==> config.mk <==
export PLATFORM = sky130hd
export DESIGN_NAME = ice_uart_tx
export DESIGN_NICKNAME = d
export VERILOG_FILES = /design/src/rtl/ice_uart_pkg.sv /design/src/rtl/ice_sync_fifo.sv /design/src/rtl/ice_uart_tx.sv
export SDC_FILE = /design/constraint.sdc
export NUM_CORES = 1
export LEC_CHECK = 0
export ABC_AREA = 1
export CORE_UTILIZATION = 36
export CTS_CLUSTER_SIZE = 40
export DETAILED_ROUTE_END_ITERATION = 10
export PLACE_DENSITY = 0.48
export SYNTH_ARGS = -nofsm -noshare
export SYNTH_HDL_FRONTEND = slang
export SYNTH_SLANG_ARGS = --single-unit
==> constraint.sdc <==
create_clock -name clk -period 5.1 [get_ports clk]
set_input_delay 1.53 -clock clk [delete_from_list [all_inputs] [get_ports clk]]
set_output_delay 1.53 -clock clk [all_outputs]
set_load 0.03 [all_outputs]
==> src/rtl/ice_uart_pkg.sv <==
// ice_uart_pkg
// Shared definitions for the ICE UART blocks.
//   tx_state_e : transmitter FSM states
//   PAR_*      : parity mode encodings for the PARITY parameter
//   clog2      : ceiling log2 for sizing counters and pointers
package ice_uart_pkg;

    typedef enum logic [2:0] {
        ST_IDLE   = 3'd0,
        ST_START  = 3'd1,
        ST_DATA   = 3'd2,
        ST_PARITY = 3'd3,
        ST_STOP   = 3'd4
    } tx_state_e;

    localparam int PAR_NONE = 0;
    localparam int PAR_EVEN = 1;
    localparam int PAR_ODD  = 2;

    // Ceiling log2; clog2(1) = 0.
    function automatic int clog2(input int value);
        int result;
        int v;
        result = 0;
        v      = value - 1;
        while (v > 0) begin
            result = result + 1;
            v      = v >> 1;
        end
        return result;
    endfunction

endpackage

==> src/rtl/ice_sync_fifo.sv <==
// ice_sync_fifo
// Single-clock FIFO with first-word fall-through read: pop_data always
// shows the head entry, and pop consumes it on the next rising edge.
//   clk, reset  : clock, synchronous active-high reset (flushes the FIFO)
//   push        : write push_data (ignored while full)
//   pop         : drop the head entry (ignored while empty)
//   full, empty : status, derived from the registered count
//   count       : entries held, 0..DEPTH
module ice_sync_fifo
    import ice_uart_pkg::*;
#(
    parameter int WIDTH = 8,
    parameter int DEPTH = 16
) (
    input  logic                  clk,
    input  logic                  reset,
    input  logic                  push,
    input  logic [WIDTH-1:0]      push_data,
    input  logic                  pop,
    output logic [WIDTH-1:0]      pop_data,
    output logic                  full,
    output logic                  empty,
    output logic [clog2(DEPTH):0] count
);

    localparam int AW = (DEPTH > 1) ? clog2(DEPTH) : 1;
    localparam int CW = clog2(DEPTH) + 1;

    logic [WIDTH-1:0] mem_q [DEPTH];
    logic [AW-1:0]    wr_ptr_q;
    logic [AW-1:0]    rd_ptr_q;
    logic [CW-1:0]    count_q;
    logic             push_ok;
    logic             pop_ok;

    assign full    = (count_q == CW'(DEPTH));
    assign empty   = (count_q == '0);
    assign push_ok = push && !full;
    assign pop_ok  = pop && !empty;
    assign count   = count_q;
    assign pop_data = mem_q[rd_ptr_q];

    // Pointers wrap naturally because DEPTH is a power of two.
    always_ff @(posedge clk) begin
        if (reset) begin
            wr_ptr_q <= '0;
            rd_ptr_q <= '0;
            count_q  <= '0;
        end else begin
            if (push_ok) begin
                wr_ptr_q <= wr_ptr_q + AW'(1);
            end
            if (pop_ok) begin
                rd_ptr_q <= rd_ptr_q + AW'(1);
            end
            case ({push_ok, pop_ok})
                2'b10:   count_q <= count_q + CW'(1);
                2'b01:   count_q <= count_q - CW'(1);
                default: count_q <= count_q;
            endcase
        end
    end

    // Storage carries no reset; validity is tracked by the pointers.
    always_ff @(posedge clk) begin
        if (push_ok) begin
            mem_q[wr_ptr_q] <= push_data;
        end
    end

endmodule

==> src/rtl/ice_uart_tx.sv <==
// ice_uart_tx
// Buffered 8-bit UART transmitter, LSB first, optional parity.
//   clk, reset  : clock, synchronous active-high reset (aborts frame, flushes queue)
//   tx_data     : byte to send, qualified by tx_valid
//   tx_valid    : push request
//   tx_ready    : queue has room this cycle
//   uart_txd    : serial line, idle high, registered
//   busy        : frame in progress or queue non-empty
//   fifo_count  : bytes waiting in the queue
//   overflow    : sticky, a push was attempted while the queue was full
module ice_uart_tx
    import ice_uart_pkg::*;
#(
    parameter int BAUD_DIV   = 174,
    parameter int FIFO_DEPTH = 16,
    parameter int PARITY     = 0
) (
    input  logic                       clk,
    input  logic                       reset,
    input  logic [7:0]                 tx_data,
    input  logic                       tx_valid,
    output logic                       tx_ready,
    output logic                       uart_txd,
    output logic                       busy,
    output logic [clog2(FIFO_DEPTH):0] fifo_count,
    output logic                       overflow
);

    localparam int BW = clog2(BAUD_DIV);

    tx_state_e     state_q, state_d;
    logic [BW-1:0] baud_q, baud_d;
    logic [2:0]    bit_idx_q, bit_idx_d;
    logic [7:0]    shift_q, shift_d;
    logic          par_q, par_d;
    logic          txd_q, txd_d;
    logic          ovf_q, ovf_d;

    logic          fifo_full;
    logic          fifo_empty;
    logic          fifo_pop;
    logic [7:0]    head_data;
    logic          baud_last;

    ice_sync_fifo #(
        .WIDTH (8),
        .DEPTH (FIFO_DEPTH)
    ) u_fifo (
        .clk       (clk),
        .reset     (reset),
        .push      (tx_valid),
        .push_data (tx_data),
        .pop       (fifo_pop),
        .pop_data  (head_data),
        .full      (fifo_full),
        .empty     (fifo_empty),
        .count     (fifo_count)
    );

    assign baud_last = (baud_q == BW'(BAUD_DIV - 1));

    // Pop from idle, or at the last cycle of a stop bit so the next
    // start bit follows with no gap.
    assign fifo_pop = ((state_q == ST_IDLE) || ((state_q == ST_STOP) && baud_last))
                      && !fifo_empty;

    always_comb begin
        state_d   = state_q;
        baud_d    = baud_q;
        bit_idx_d = bit_idx_q;
        shift_d   = shift_q;
        par_d     = par_q;
        txd_d     = txd_q;

        if (state_q != ST_IDLE) begin
            baud_d = baud_last ? '0 : baud_q + BW'(1);
        end

        // txd_d is the line value for the bit that starts next cycle.
        case (state_q)
            ST_IDLE: begin
                txd_d = 1'b1;
            end
            ST_START: begin
                if (baud_last) begin
                    state_d   = ST_DATA;
                    bit_idx_d = 3'd0;
                    txd_d     = shift_q[0];
                end
            end
            ST_DATA: begin
                if (baud_last) begin
                    if (bit_idx_q == 3'd7) begin
                        if (PARITY != PAR_NONE) begin
                            state_d = ST_PARITY;
                            txd_d   = par_q;
                        end else begin
                            state_d = ST_STOP;
                            txd_d   = 1'b1;
                        end
                    end else begin
                        bit_idx_d = bit_idx_q + 3'd1;
                        shift_d   = {1'b0, shift_q[7:1]};
                        txd_d     = shift_q[1];
                    end
                end
            end
            ST_PARITY: begin
                if (baud_last) begin
                    state_d = ST_STOP;
                    txd_d   = 1'b1;
                end
            end
            ST_STOP: begin
                if (baud_last) begin
                    state_d = ST_IDLE;
                    txd_d   = 1'b1;
                end
            end
            default: begin
                state_d = ST_IDLE;
                txd_d   = 1'b1;
            end
        endcase

        // A pop overrides the above: load the head byte and begin a start bit.
        if (fifo_pop) begin
            state_d   = ST_START;
            baud_d    = '0;
            bit_idx_d = 3'd0;
            shift_d   = head_data;
            par_d     = (PARITY == PAR_ODD) ? ~^head_data : ^head_data;
            txd_d     = 1'b0;
        end
    end

    assign ovf_d = ovf_q | (tx_valid & fifo_full);

    always_ff @(posedge clk) begin
        if (reset) begin
            state_q   <= ST_IDLE;
            baud_q    <= '0;
            bit_idx_q <= 3'd0;
            shift_q   <= 8'd0;
            par_q     <= 1'b0;
            txd_q     <= 1'b1;
            ovf_q     <= 1'b0;
        end else begin
            state_q   <= state_d;
            baud_q    <= baud_d;
            bit_idx_q <= bit_idx_d;
            shift_q   <= shift_d;
            par_q     <= par_d;
            txd_q     <= txd_d;
            ovf_q     <= ovf_d;
        end
    end

    assign uart_txd = txd_q;
    assign tx_ready = !fifo_full;
    assign busy     = (state_q != ST_IDLE) || (fifo_count != '0);
    assign overflow = ovf_q;

endmodule

== Word level (Yosys, flattened, before mapping) ==
Memories as Yosys holds them, arrays and structs flattened. A register that Yosys moved wholly into a read port is not among the register bits.
Index checks and enable logic that the tools add are counted.

* Register bits: 37
* Bits in latches: 0
* RAM bits: 128
* Memory bits (read-only): 0
* Output and inout bits: 9
* Word-level logic and storage cells: 92
* Memories kept: 1

* Add/subtract/negate cells: 6
* $mul: 0
* Div/mod/pow operators: 0
* Order comparisons: 0
* Equality and inequality tests: 23
* Shift operators: 0
* Multiplexer cells: 26
* Bitwise gates (word level): 3
* Reduce and logical (&&, ||, !) cells: 23

{| class="wikitable"
|+ Memory list
! name !! words !! width !! rd ports !! clocked after Yosys merged registers in !! write ports !! line !! source
|-
| u_fifo.mem_q || 16 || 8 || 1 || 1 || 1 || ice_sync_fifo.sv:29 || <nowiki>logic [WIDTH-1:0] mem_q [DEPTH];</nowiki>
|}

{| class="wikitable"
|+ Operator list
! operator !! number
|-
| two-way mux 8 bit || 5
|-
| two-way mux 3 bit || 7
|-
| inequality test 3 x 2 -> 1 bit, second input constant || 5
|-
| case mux 3 bit (5 select lines) || 1
|-
| inequality test 2 bit, second input constant || 6
|-
| AND reduction 6 bit || 2
|-
| case mux 5 bit (2 select lines) || 1
|-
| adder 4 x 1 -> 4 bit, second input constant || 2
|-
| adder 8 x 1 -> 8 bit, second input constant || 1
|-
| equality test 8 bit, second input constant || 1
|-
| two-way mux 1 bit || 8
|-
| two-way mux 4 bit || 2
|-
| nonzero test 2 bit || 4
|-
| equality test 3 x 2 -> 1 bit, second input constant || 2
|-
| equality test 3 bit, second input constant || 2
|-
| case mux 3 bit (2 select lines) || 1
|-
| AND reduction 3 bit || 2
|-
| adder 5 x 1 -> 5 bit, second input constant || 1
|-
| equality test 5 bit, second input constant || 1
|-
| logical NOT 5 bit || 1
|-
| nonzero test 5 bit || 1
|-
| subtractor 5 x 1 -> 5 bit, second input constant || 1
|-
| logical AND 1 bit || 4
|-
| inequality test 2 x 1 -> 1 bit, second input constant || 2
|-
| other kinds (15) || 18
|}

== Logic depth before layout (Yosys ltp) ==
Gate-level depths: netlist of run 1.

* Depth after elaboration: 7
* Gate-level depth with buffers: 18

== Cells and area by module ==
From an unflattened synthesis of run 1, not the netlist that was laid out.

* Cells, all modules: 659
* Area total of the unflattened synthesis: 7489.7 µm²

{| class="wikitable"
|+ Modules (own cells, without submodules)
! module !! instances !! cells an instance !! area an instance (µm²) !! sequential area each (µm²)
|-
| ice_sync_fifo || 1 || 478 || 6147.1 || 4184.0
|-
| ice_uart_tx || 1 || 181 || 1342.5 || 480.5
|}

== Worst setup path after synthesis of run 1 ==
No wires, ideal clock.

* Kind: input -> register
* From: in tx_valid
* To: mem u_fifo.mem_q[11][0], enable pin
* Data arrival time: 2.237 ns
* Required time: 4.730 ns
* Slack: 2.493 ns
* Stages on the path: 4
* Path through: nand2_4 > inv_1 > nand2_1 > nor2_1

* Word-level cells in the longest chain between the ends: 3

{| class="wikitable"
|+ RTL lines
! what !! line !! source
|-
| start, declared || ice_uart_tx.sv:21 || <nowiki>input logic tx_valid,</nowiki>
|-
| logical AND 1 bit || ice_sync_fifo.sv:38 || <nowiki>assign push_ok = push && !full;</nowiki>
|-
| two-way mux 1 bit || ice_sync_fifo.sv:66 || <nowiki>if (push_ok) begin</nowiki>
|-
| two-way mux 1 bit (implied by the code) || ice_sync_fifo.sv:67 || <nowiki>mem_q[wr_ptr_q] <= push_data;</nowiki>
|-
| end, declared || ice_sync_fifo.sv:29 ||
|}

No other way between the ends.

== Final worst setup path of run 1 ==
* From: reg state_q[1]
* To: out busy

* Word-level cells in the longest chain between the ends: 2

{| class="wikitable"
|+ RTL lines
! what !! line !! source
|-
| start, declared || ice_uart_tx.sv:31 || <nowiki>tx_state_e state_q, state_d;</nowiki>
|-
| start signal, assigned || ice_uart_tx.sv:149 || <nowiki>state_q <= state_d;</nowiki>
|-
| nonzero test 3 bit || ice_uart_tx.sv:161 || <nowiki>assign busy = (state_q != ST_IDLE) || (fifo_count != '0);</nowiki>
|-
| logical OR 1 bit || ice_uart_tx.sv:161 ||
|-
| end, declared || ice_uart_tx.sv:24 || <nowiki>output logic busy,</nowiki>
|}

No other way between the ends.

==> key figures, run 1 <==
Global routing
  – Initial antenna violation count: 0
  – Largest net degree at the start of global routing: 65
  – Global-route wire length before repair: 27200 um
  – Overall overflow remaining after global route: 0
  – Global-route usage over all layers: 18.6%
  – Number of global-route vias before repair: 4656

Yosys
  – Proportion of synthesized chip area in sequential cells: 65.6%
  – Number of storage elements in the synthesis netlist: 169
  – Cell accounting for the most synthesized area: edfxtp_1
  – Syn Nets: 681
  – Flip-flop cell with the highest count after synthesis: edfxtp_1
  – Syn. warnings: 0
  – Async set-reset flop share out of synthesis: 0%
  – Average cell area after synthesis: 10.8 sq um
  – Number of distinct library cells after synthesis: 40
  – Synthesized area: 0.00711 sq mm
  – Dominant cells by area after synthesis: edfxtp_1, dfxtp_1, nor2_1
  – Yosys top cell area share: 54.1%
  – Cell types with the highest counts after synthesis: edfxtp_1, nor2_1, o21ai_0
  – Post-synth EDFFs: 128
  – Post-synthesis cell count: 658
  – Cell with the most instances after synthesis: edfxtp_1

Critical path
  – Largest fanout on the critical path: 7
  – Startpoint-to-endpoint class of the critical path: reg -> out
  – Ordered list of cells on the worst path: nor2_1 > inv_1 > nor2_2 > nand4_1 > clkdlybuf4s50_1
  – Worst path slowest cell: clkdlybuf4s50_1
  – Path depth of the worst reg2reg path: 7
  – Worst reg2reg endpoint: shift_q[7]
  – Arr. time, crit path: 2.01 ns
  – Worst setup SP type: flip-flop
  – Reg2Reg Setup Slack: 2.42 ns
  – Capturing element type of the critical path: primary output
  – CP max stage delay: 0.62 ns
  – Required time of the worst setup path: 3.57 ns

Placement
  – Number of port buffers: 19
  – Weighted congestion reported at the end of routability-driven placement: 0.813
  – Detailed placement HPWL: 11500 um

Clock network
  – CTS clk-pin slew, worst paths: 0.07 ns
  – CTS H-tree depth: 4
  – Number of buffers added for setup after CTS: 0
  – Skew-Pair Late Insertion Delay: 0.43 ns
  – Clock Root Buffer: clkbuf_16
  – Clk sink count: 169
  – Buffer levels on the longest clock path: 2
  – CTS buffer count: 17
  – Number of hold buffers added after CTS: 0
  – Total of cells resized after clock tree synthesis: 0
  – Clock tree from TritonCTS: done

Detailed routing
  – Remaining number of nets flagged by the antenna check after routing: 0
  – DR DRC count: 0
  – Post-detailed-routing wire length: 17600 um
  – Overall via count from detail_route: 4835
  – Iteration-0 DRC count of the detailed router: 364
  – Routed vias/inst: 5.08
  – Drt wl/cell: 18.5 um
  – Pre-antenna DRT Iters: 5

Pwr
  – Power consumption: 0.00426 W
  – Power density normalized to cell area: 525 mW/mm^2
  – Lkg Pwr: 2.84 nW
  – Worst ir drop on vdd: 0.236 mV

Final layout
  – Fraction of the core area covered by cells at the end of the flow: 41.8%
  – Layout cells sized above 1: 8.31%
  – Count of filler cells inserted in the layout: 1907
  – # diodes: 0
  – Storage cell area: 0.00467 sq mm
  – Layout area overhead: 14.1%
  – # nets final: 696
  – Area of the multi-input gates: 0.00214 sq mm

Die
  – Standard-cell rows: 51
  – Die Outline Area: 0.0203 sq mm
  – Chip Width: 143 um
  – Core Region: 0.0194 sq mm
  – I/O pin count: 20
  – Initial standard-cell utilization of the core: 36.6%
  – Chip Height: 143 um

Flow run
  – Number of max-capacitance violations reported: 0

Timing
  – Number of setup violations in the final report: 0
  – Final count of hold timing violations: 0
  – Worst max-slew margin expressed relative to the limit: 40.6%
  – Slew Limit Fails: 0
  – Tmin final: 3.54 ns
  – Max Clk Rate: 282 MHz
  – Worst clock skew: 0.0103 ns
  – Final period util: 69.5%
  – Transition time of the tightest slew-check pin: 0.885 ns
  – Unrepaired setup endpoints after global routing: no
  – Sum of negative setup slack: 0 ns

Worst hold path
  – Depth of the worst hold-timing path: 2
  – Worst Hold Path EP: overflow
  – Worst min-delay path class: reg -> reg
  – Worst hold start: overflow

Outcome
  – Outcome: finished, final reports clean
## routing by layer
| layer | up-vias | wire length (um) | GRT usage (%) |
|---|---|---|---|
| li1 | 2359 | - | - |
| met1 | 2369 | 8110 | 23.8 |
| met2 | 90 | 8670 | 31.2 |
| met3 | 17 | 612 | 3.97 |
| met4 | 0 | 210 | 5.83 |
| met5 | - | 0 | 0 |
## final cells by class
| class | instances | share of cell area (%) |
|---|---|---|
| clock inverters | 14 | 1.74 |
| repair buffers | 22 | 2.62 |
| clock buffers | 18 | 5.29 |
| multi-input cells | 412 | 26.4 |
| well taps | 265 | 4.09 |
| flip-flops and latches | 169 | 57.5 |
| inverters | 51 | 2.36 |
## kinds of logic (layout without fill, tap and decap cells)
kind of cell | Yosys count | count (layout) | synth area share, %
AND/OR/NAND/NOR | 243 | 243 | 14.9
flip-flops | 169 | 169 | 65.6
AO/OA/AOI/OAI | 154 | 154 | 12.7
buffers and inverters | 77 | 105 | 4.29
adder cells (fa/ha/maj) | 12 | 12 | 2.11
XOR/XNOR | 3 | 3 | 0.370
## state kept, by name (all words and copies together) (netlist names), named ones only
signal and cells:
u_fifo.mem_q 128, baud_q 8, shift_q 8, u_fifo.count 5
u_fifo.rd_ptr_q 4, u_fifo.wr_ptr_q 4, bit_idx_q 3, state_q 3
overflow 1, uart_txd 1
## worst max-delay path by stage
| stage | startpoint | to | slack [ns] | depth (start not counted) |
|---|---|---|---|---|
| global placement | tx_valid | u_fifo.mem_q[1][1] | 1.62 | 5 |
| CTS | state_q[1] | busy | 1.52 | 5 |
| detailed placement | tx_valid | u_fifo.mem_q[7][0] | 1.57 | 5 |
| floorplan | tx_valid | u_fifo.mem_q[11][0] | 2.49 | 4 |
| finish | state_q[1] | busy | 1.56 | 5 |
| global route | state_q[1] | busy | 1.37 | 5 |
## worst max-delay path, delay by kind of cell (launching register included)
kind,cells,cell delay [ns]
AND/OR/NAND/NOR,3,0.53
buffers and inverters,2,0.70
flip-flops,1,0.35
## stage by stage
| step | cells | cell area (sq um) | setup WS (ns) | hold slack (ns) |
|---|---|---|---|---|
| 2_1_floorplan | 658 | 7110 | 2.49 | 0.444 |
| 3_3_place_gp | 919 | 7540 | 1.62 | 0.441 |
| 3_5_place_dp | 919 | 7540 | 1.57 | 0.449 |
| 4_1_cts | 951 | 8110 | 1.52 | 0.459 |
| 5_1_grt | 951 | 8110 | 1.37 | 0.496 |
| 6_report | 951 | 8110 | 1.56 | 0.454 |
## power by group
part | internal, W | switching, W
registers | 0.00160 | 0.0000818
clock network | 0.000654 | 0.000603
logic | 0.000399 | 0.000924
total | 0.00265 | 0.00161
## cell usage in the layout, fill, tap and decap left out, types with 7 or more instances in the layout
cell / n
nor2_1: 108
inv_1: 45
nand3_1: 24
a31oi_1: 8
nor3_1: 7
o221ai_1: 17
o22ai_1: 7
clkbuf_16: 17
ha_1: 12
dfxtp_1: 40
edfxtp_1: 128
nand4_1: 7
a21oi_1: 25
nor2_2: 8
nand2_1: 78
o21ai_0: 80
clkdlybuf4s50_1: 19
No activity file was read; power rests on OpenSTA's default activity.
==> run 2, diff against run 1 <==
- PLACE_DENSITY: 0.48 -> 0.5
- clock period: 5.1 -> 3.1 ns (I/O delays scaled with it)
==> key figures, run 2 (synthesized netlist as in run 1, its figures left out) <==
Outcome
  – Outcome: finished, final reports clean

Global routing
  – Global-route usage over all layers: 17.3%
  – Overall overflow remaining after global route: 0
  – Global-route wire length before repair: 25900 um
  – Largest net degree at the start of global routing: 43
  – Initial antenna violation count: 0
  – Number of global-route vias before repair: 4742

Critical path
  – Ordered list of cells on the worst path: nor2_1 > inv_1 > nor2_4 > nand4_1 > clkdlybuf4s50_1
  – Largest fanout on the critical path: 7
  – Worst setup SP type: flip-flop
  – Required time of the worst setup path: 2.17 ns
  – CP max stage delay: 0.61 ns
  – Path depth of the worst reg2reg path: 17
  – Capturing element type of the critical path: primary output
  – Worst path slowest cell: clkdlybuf4s50_1
  – Startpoint-to-endpoint class of the critical path: reg -> out
  – Arr. time, crit path: 1.91 ns
  – Reg2Reg Setup Slack: 0.94 ns

Detailed routing
  – Top routing layer in use: met4
  – Post-detailed-routing wire length: 16300 um
  – Wire length the detailed router placed on met1: 7780 um
  – DR DRC count: 0
  – Drt wl/cell: 16.8 um
  – Overall via count from detail_route: 4895
  – Routed vias/inst: 5.03
  – Iteration-0 DRC count of the detailed router: 287
  – Detailed-routed wire length on met3: 557 um
  – Pre-antenna DRT Iters: 5
  – Remaining number of nets flagged by the antenna check after routing: 0
  – Detailed-routed wire length on met2: 7750 um

Clock network
  – Buffer levels on the longest clock path: 2
  – Clock tree from TritonCTS: done
  – CTS buffer count: 17
  – CTS clk-pin slew, worst paths: 0.07 ns
  – Skew-Pair Late Insertion Delay: 0.43 ns
  – Clk sink count: 169
  – Number of hold buffers added after CTS: 0
  – CTS H-tree depth: 4
  – Clock Root Buffer: clkbuf_16

Placement
  – Weighted congestion reported at the end of routability-driven placement: 0.833
  – Detailed placement HPWL: 10300 um
  – Number of port buffers: 19

Pwr
  – Worst ir drop on vdd: 0.441 mV
  – Psw: 0.00260 W
  – Lkg Pwr: 2.98 nW
  – Clock group share of total power: 30.1%
  – Design internal power: 0.00450 W
  – Power consumption: 0.00710 W
  – Power density normalized to cell area: 853 mW/mm^2
  – Switching fraction of total power: 36.7%
  – Seq pwr share: 38.7%
  – Part of the power in combinational logic: 31.2%

Final layout
  – Largest register by flop count: u_fifo.mem_q
  – Count of filler cells inserted in the layout: 1842
  – Layout area overhead: 17.1%
  – # diodes: 0
  – Layout cells sized above 1: 11.3%
  – Commonest cells after routing, fill and taps aside: edfxtp_1, nor2_1, o21ai_0
  – Commonest non-fill, non-tap cell in the layout: edfxtp_1
  – Registers with the most flip-flops: u_fifo.mem_q (128), baud_q (8), shift_q (8)
  – Number of flip-flops in the largest register: 128
  – # nets final: 718

Timing
  – Worst max-slew margin expressed relative to the limit: 57.8%
  – Final count of hold timing violations: 0
  – Unrepaired setup endpoints after global routing: no
  – Transition time of the tightest slew-check pin: 0.632 ns
  – Final hold slack: 0.457 ns
  – Sum of negative setup slack: 0 ns
  – Worst clock skew: 0.0185 ns
  – Slew Limit Fails: 0
  – Final period util: 91.7%
  – Tmin final: 2.84 ns
  – Max Clk Rate: 352 MHz
  – Number of setup violations in the final report: 0

Die
  – Chip Height: 143 um
  – I/O pin count: 20
  – Core Region: 0.0194 sq mm
  – Die Outline Area: 0.0203 sq mm
  – Standard-cell rows: 51
  – Chip Width: 143 um
  – Initial standard-cell utilization of the core: 36.6%

Flow run
  – Number of max-capacitance violations reported: 0

Worst hold path
  – Worst min-delay path class: reg -> reg
  – Depth of the worst hold-timing path: 2
==> run 2: repair_timing <==
item                       in CTS  in global routing
hold endpoints to repair        0                  0
resized for setup               0                  1
setup buffers                   0                  0
setup endpoints to repair       0                  1
==> run 2: critical path: cells and delay by family, from the launching register on <==
family | cells | cell delay (ns)
DFF | 1 | 0.34
buffers and inverters | 2 | 0.71
and+or+nand+nor | 3 | 0.45
==> run 2: metrics by stage <==
| stage | util (%) | setup slack [ns] | cells | area (sq um) |
|---|---|---|---|---|
| final | 42.9 | 0.259 | 973 | 8330 |
| after global routing | 42.9 | 0.108 | 973 | 8330 |
| after detailed placement | 39.8 | 0.428 | 941 | 7720 |
| after CTS | 42.9 | 0.125 | 973 | 8320 |
| after global placement | 39.8 | 0.469 | 941 | 7720 |
| after floorplan | - | 0.924 | 658 | 7110 |
==> run 2: worst paths after layout <==
check	from	to
worst min-delay path	overflow	overflow
worst max register to register	baud_q[0]	u_fifo.count[4]
worst min register to register	overflow	overflow
worst max-delay path	state_q[0]	busy
==> run 2: power by group through the flow <==
stage / Combinational, W / Clock [W] / Sequential, W
floorplan: 0.00149 / 0 / 0.00283
global placement: 0.00216 / 0 / 0.00279
detailed placement: 0.00220 / 0 / 0.00280
global route: 0.00248 / 0.00228 / 0.00277
finish: 0.00221 / 0.00214 / 0.00275
CTS: 0.00221 / 0.00219 / 0.00275
==> run 2: cell type report <==
class                           instances  area [sq um]  share of cell area [%]
Sequential cell                       169          4670                    56.0
Multi-Input combinational cell        412          2140                    25.8
Clock buffer                           17           425                    5.11
Timing Repair Buffer                   44           390                    4.69
Tap cell                              265           332                    3.98
Inverter                               51           191                    2.30
Clock inverter                         15           178                    2.13
==> run 2: routing by layer <==
| layer | global-route usage [%] | up-vias |
|---|---|---|
| li1 | - | 2409 |
| met2 | 27.8 | 86 |
| met5 | 0 | - |
| met4 | 6.40 | 0 |
| met1 | 22.9 | 2387 |
| met3 | 3.67 | 13 |
==> run 3, diff against run 2 <==
- PLACE_DENSITY: 0.5 -> 0.65
==> key figures, run 3 (synthesized netlist as in run 1, its figures left out) <==
Outcome
  – Outcome: finished, final reports clean

Critical path
  – Ordered list of cells on the worst path: nor2_1 > inv_1 > nor2_2 > nand4_1 > clkdlybuf4s50_1
  – Reg2Reg Setup Slack: 1.00 ns
  – Startpoint-to-endpoint class of the critical path: reg -> out
  – Capturing element type of the critical path: primary output
  – Worst path slowest cell: clkdlybuf4s50_1
  – CP max stage delay: 0.62 ns
  – Path depth of the worst reg2reg path: 17
  – Startpoint of the most critical setup path: state_q[1]
  – Critical R2R Launch: baud_q[0]
  – Crit path capture: busy
  – Worst setup SP type: flip-flop
  – Largest fanout on the critical path: 7
  – Worst reg2reg endpoint: u_fifo.count[4]
  – Arr. time, crit path: 1.99 ns
  – Required time of the worst setup path: 2.17 ns

Timing
  – Worst max-slew margin expressed relative to the limit: 50.0%
  – Slew Limit Fails: 0
  – Final WS setup: 0.184 ns
  – Unrepaired setup endpoints after global routing: no
  – Sum of negative setup slack: 0 ns
  – Tmin final: 2.92 ns
  – Number of setup violations in the final report: 0
  – Final count of hold timing violations: 0
  – Max Clk Rate: 343 MHz
  – Final period util: 94.1%
  – Worst clock skew: 0.0108 ns
  – Transition time of the tightest slew-check pin: 0.749 ns

Clock network
  – Skew-Pair Late Insertion Delay: 0.43 ns
  – Number of buffers added for setup after CTS: 0
  – CTS buffer count: 17
  – Clk sink count: 169
  – Buffer levels on the longest clock path: 2
  – Number of hold buffers added after CTS: 0
  – CTS H-tree depth: 4
  – Total of cells resized after clock tree synthesis: 0
  – CTS clk-pin slew, worst paths: 0.07 ns
  – Clock Root Buffer: clkbuf_16
  – Clock tree from TritonCTS: done

Pwr
  – Lkg Pwr: 2.98 nW
  – Switching fraction of total power: 35.1%
  – Power density normalized to cell area: 853 mW/mm^2
  – Clock group share of total power: 31.5%
  – Worst ir drop on vdd: 0.443 mV
  – Psw: 0.00249 W
  – Seq pwr share: 38.7%
  – Part of the power in combinational logic: 29.8%
  – Design internal power: 0.00461 W

Die
  – Chip Width: 143 um
  – Standard-cell rows: 51
  – I/O pin count: 20
  – Chip Height: 143 um
  – Die Outline Area: 0.0203 sq mm
  – Initial standard-cell utilization of the core: 36.6%
  – Core Region: 0.0194 sq mm

Detailed routing
  – Overall via count from detail_route: 4878
  – Iteration-0 DRC count of the detailed router: 434
  – Post-detailed-routing wire length: 15100 um
  – Pre-antenna DRT Iters: 7
  – Routed vias/inst: 5.02
  – Drt wl/cell: 15.6 um
  – DR DRC count: 0
  – Remaining number of nets flagged by the antenna check after routing: 0

Global routing
  – Largest net degree at the start of global routing: 65
  – Global-route usage over all layers: 16.0%
  – Initial antenna violation count: 0
  – Global-route wire length before repair: 24200 um
  – Overall overflow remaining after global route: 0
  – Number of global-route vias before repair: 4570

Flow run
  – Number of max-capacitance violations reported: 0

Final layout
  – # diodes: 0
  – Count of filler cells inserted in the layout: 1795
  – Post-route standard cell area excluding fillers: 0.00832 sq mm
  – Number of flip-flops in the largest register: 128
  – Layout area overhead: 17.1%
  – Registers with the most flip-flops: u_fifo.mem_q (128), baud_q (8), shift_q (8)
  – Commonest cells after routing, fill and taps aside: edfxtp_1, nor2_1, o21ai_0
  – # nets final: 717
  – Layout cells sized above 1: 11.0%
  – Commonest non-fill, non-tap cell in the layout: edfxtp_1
  – Largest register by flop count: u_fifo.mem_q

Placement
  – Weighted congestion reported at the end of routability-driven placement: 0.819
  – Detailed placement HPWL: 9450 um
  – Dpl cell area: 0.00770 sq mm
  – Number of port buffers: 19
  – Pre-CTS worst setup slack: 0.442 ns

Worst hold path
  – Worst hold start: overflow
  – Worst min-delay path class: reg -> reg
run 3: power groups by stage:
stage / clock [W] / sequential, W / combinational (W)
floorplan: 0 / 0.00283 / 0.00149
global placement: 0 / 0.00279 / 0.00211
detailed placement: 0 / 0.00279 / 0.00213
CTS: 0.00227 / 0.00275 / 0.00213
global route: 0.00236 / 0.00277 / 0.00243
finish: 0.00224 / 0.00275 / 0.00212
run 3: final cells by class:
| class | count | area [sq um] | share of cell area (%) |
|---|---|---|---|
| clock buffer | 17 | 425 | 5.11 |
| clock inverter | 15 | 200 | 2.40 |
| inverter | 51 | 191 | 2.30 |
| multi-input combinational | 412 | 2140 | 25.7 |
| sequential | 169 | 4670 | 56.0 |
| tap | 265 | 332 | 3.98 |
| timing repair buffer | 43 | 370 | 4.45 |
run 3: stage by stage:
stage / hold WS, ns / utilization (%) / instances / total power (W)
CTS: 0.462 / 42.9 / 972 / 0.00714
floorplan: 0.444 / - / 658 / 0.00431
global route: 0.501 / 42.9 / 972 / 0.00756
detailed placement: 0.451 / 39.7 / 940 / 0.00492
finish: 0.459 / 42.9 / 972 / 0.00710
global placement: 0.443 / 39.7 / 940 / 0.00490
run 3: how the worst min path moves through the flow:
| stage | endpoint | slack (ns) | depth (start not counted) |
|---|---|---|---|
| 5_1_grt | overflow | 0.50 | 2 |
| 4_1_cts | overflow | 0.46 | 2 |
| 2_1_floorplan | shift_q[7] | 0.44 | 2 |
| 3_5_place_dp | overflow | 0.45 | 2 |
| 6_report | overflow | 0.46 | 2 |
| 3_3_place_gp | overflow | 0.44 | 2 |
run 3: worst max-delay path, delay by kind of cell, from the launching register on:
kind	cells	cell delay (ns)
DFF	1	0.34
buffers and inverters	2	0.70
and+or+nand+nor	3	0.51
run 3: per-layer routing:
metal,track usage [%],routed length (um)
met1,21.8,7180
met2,24.5,6910
met3,3.67,712
met4,6.45,327
met5,0,0
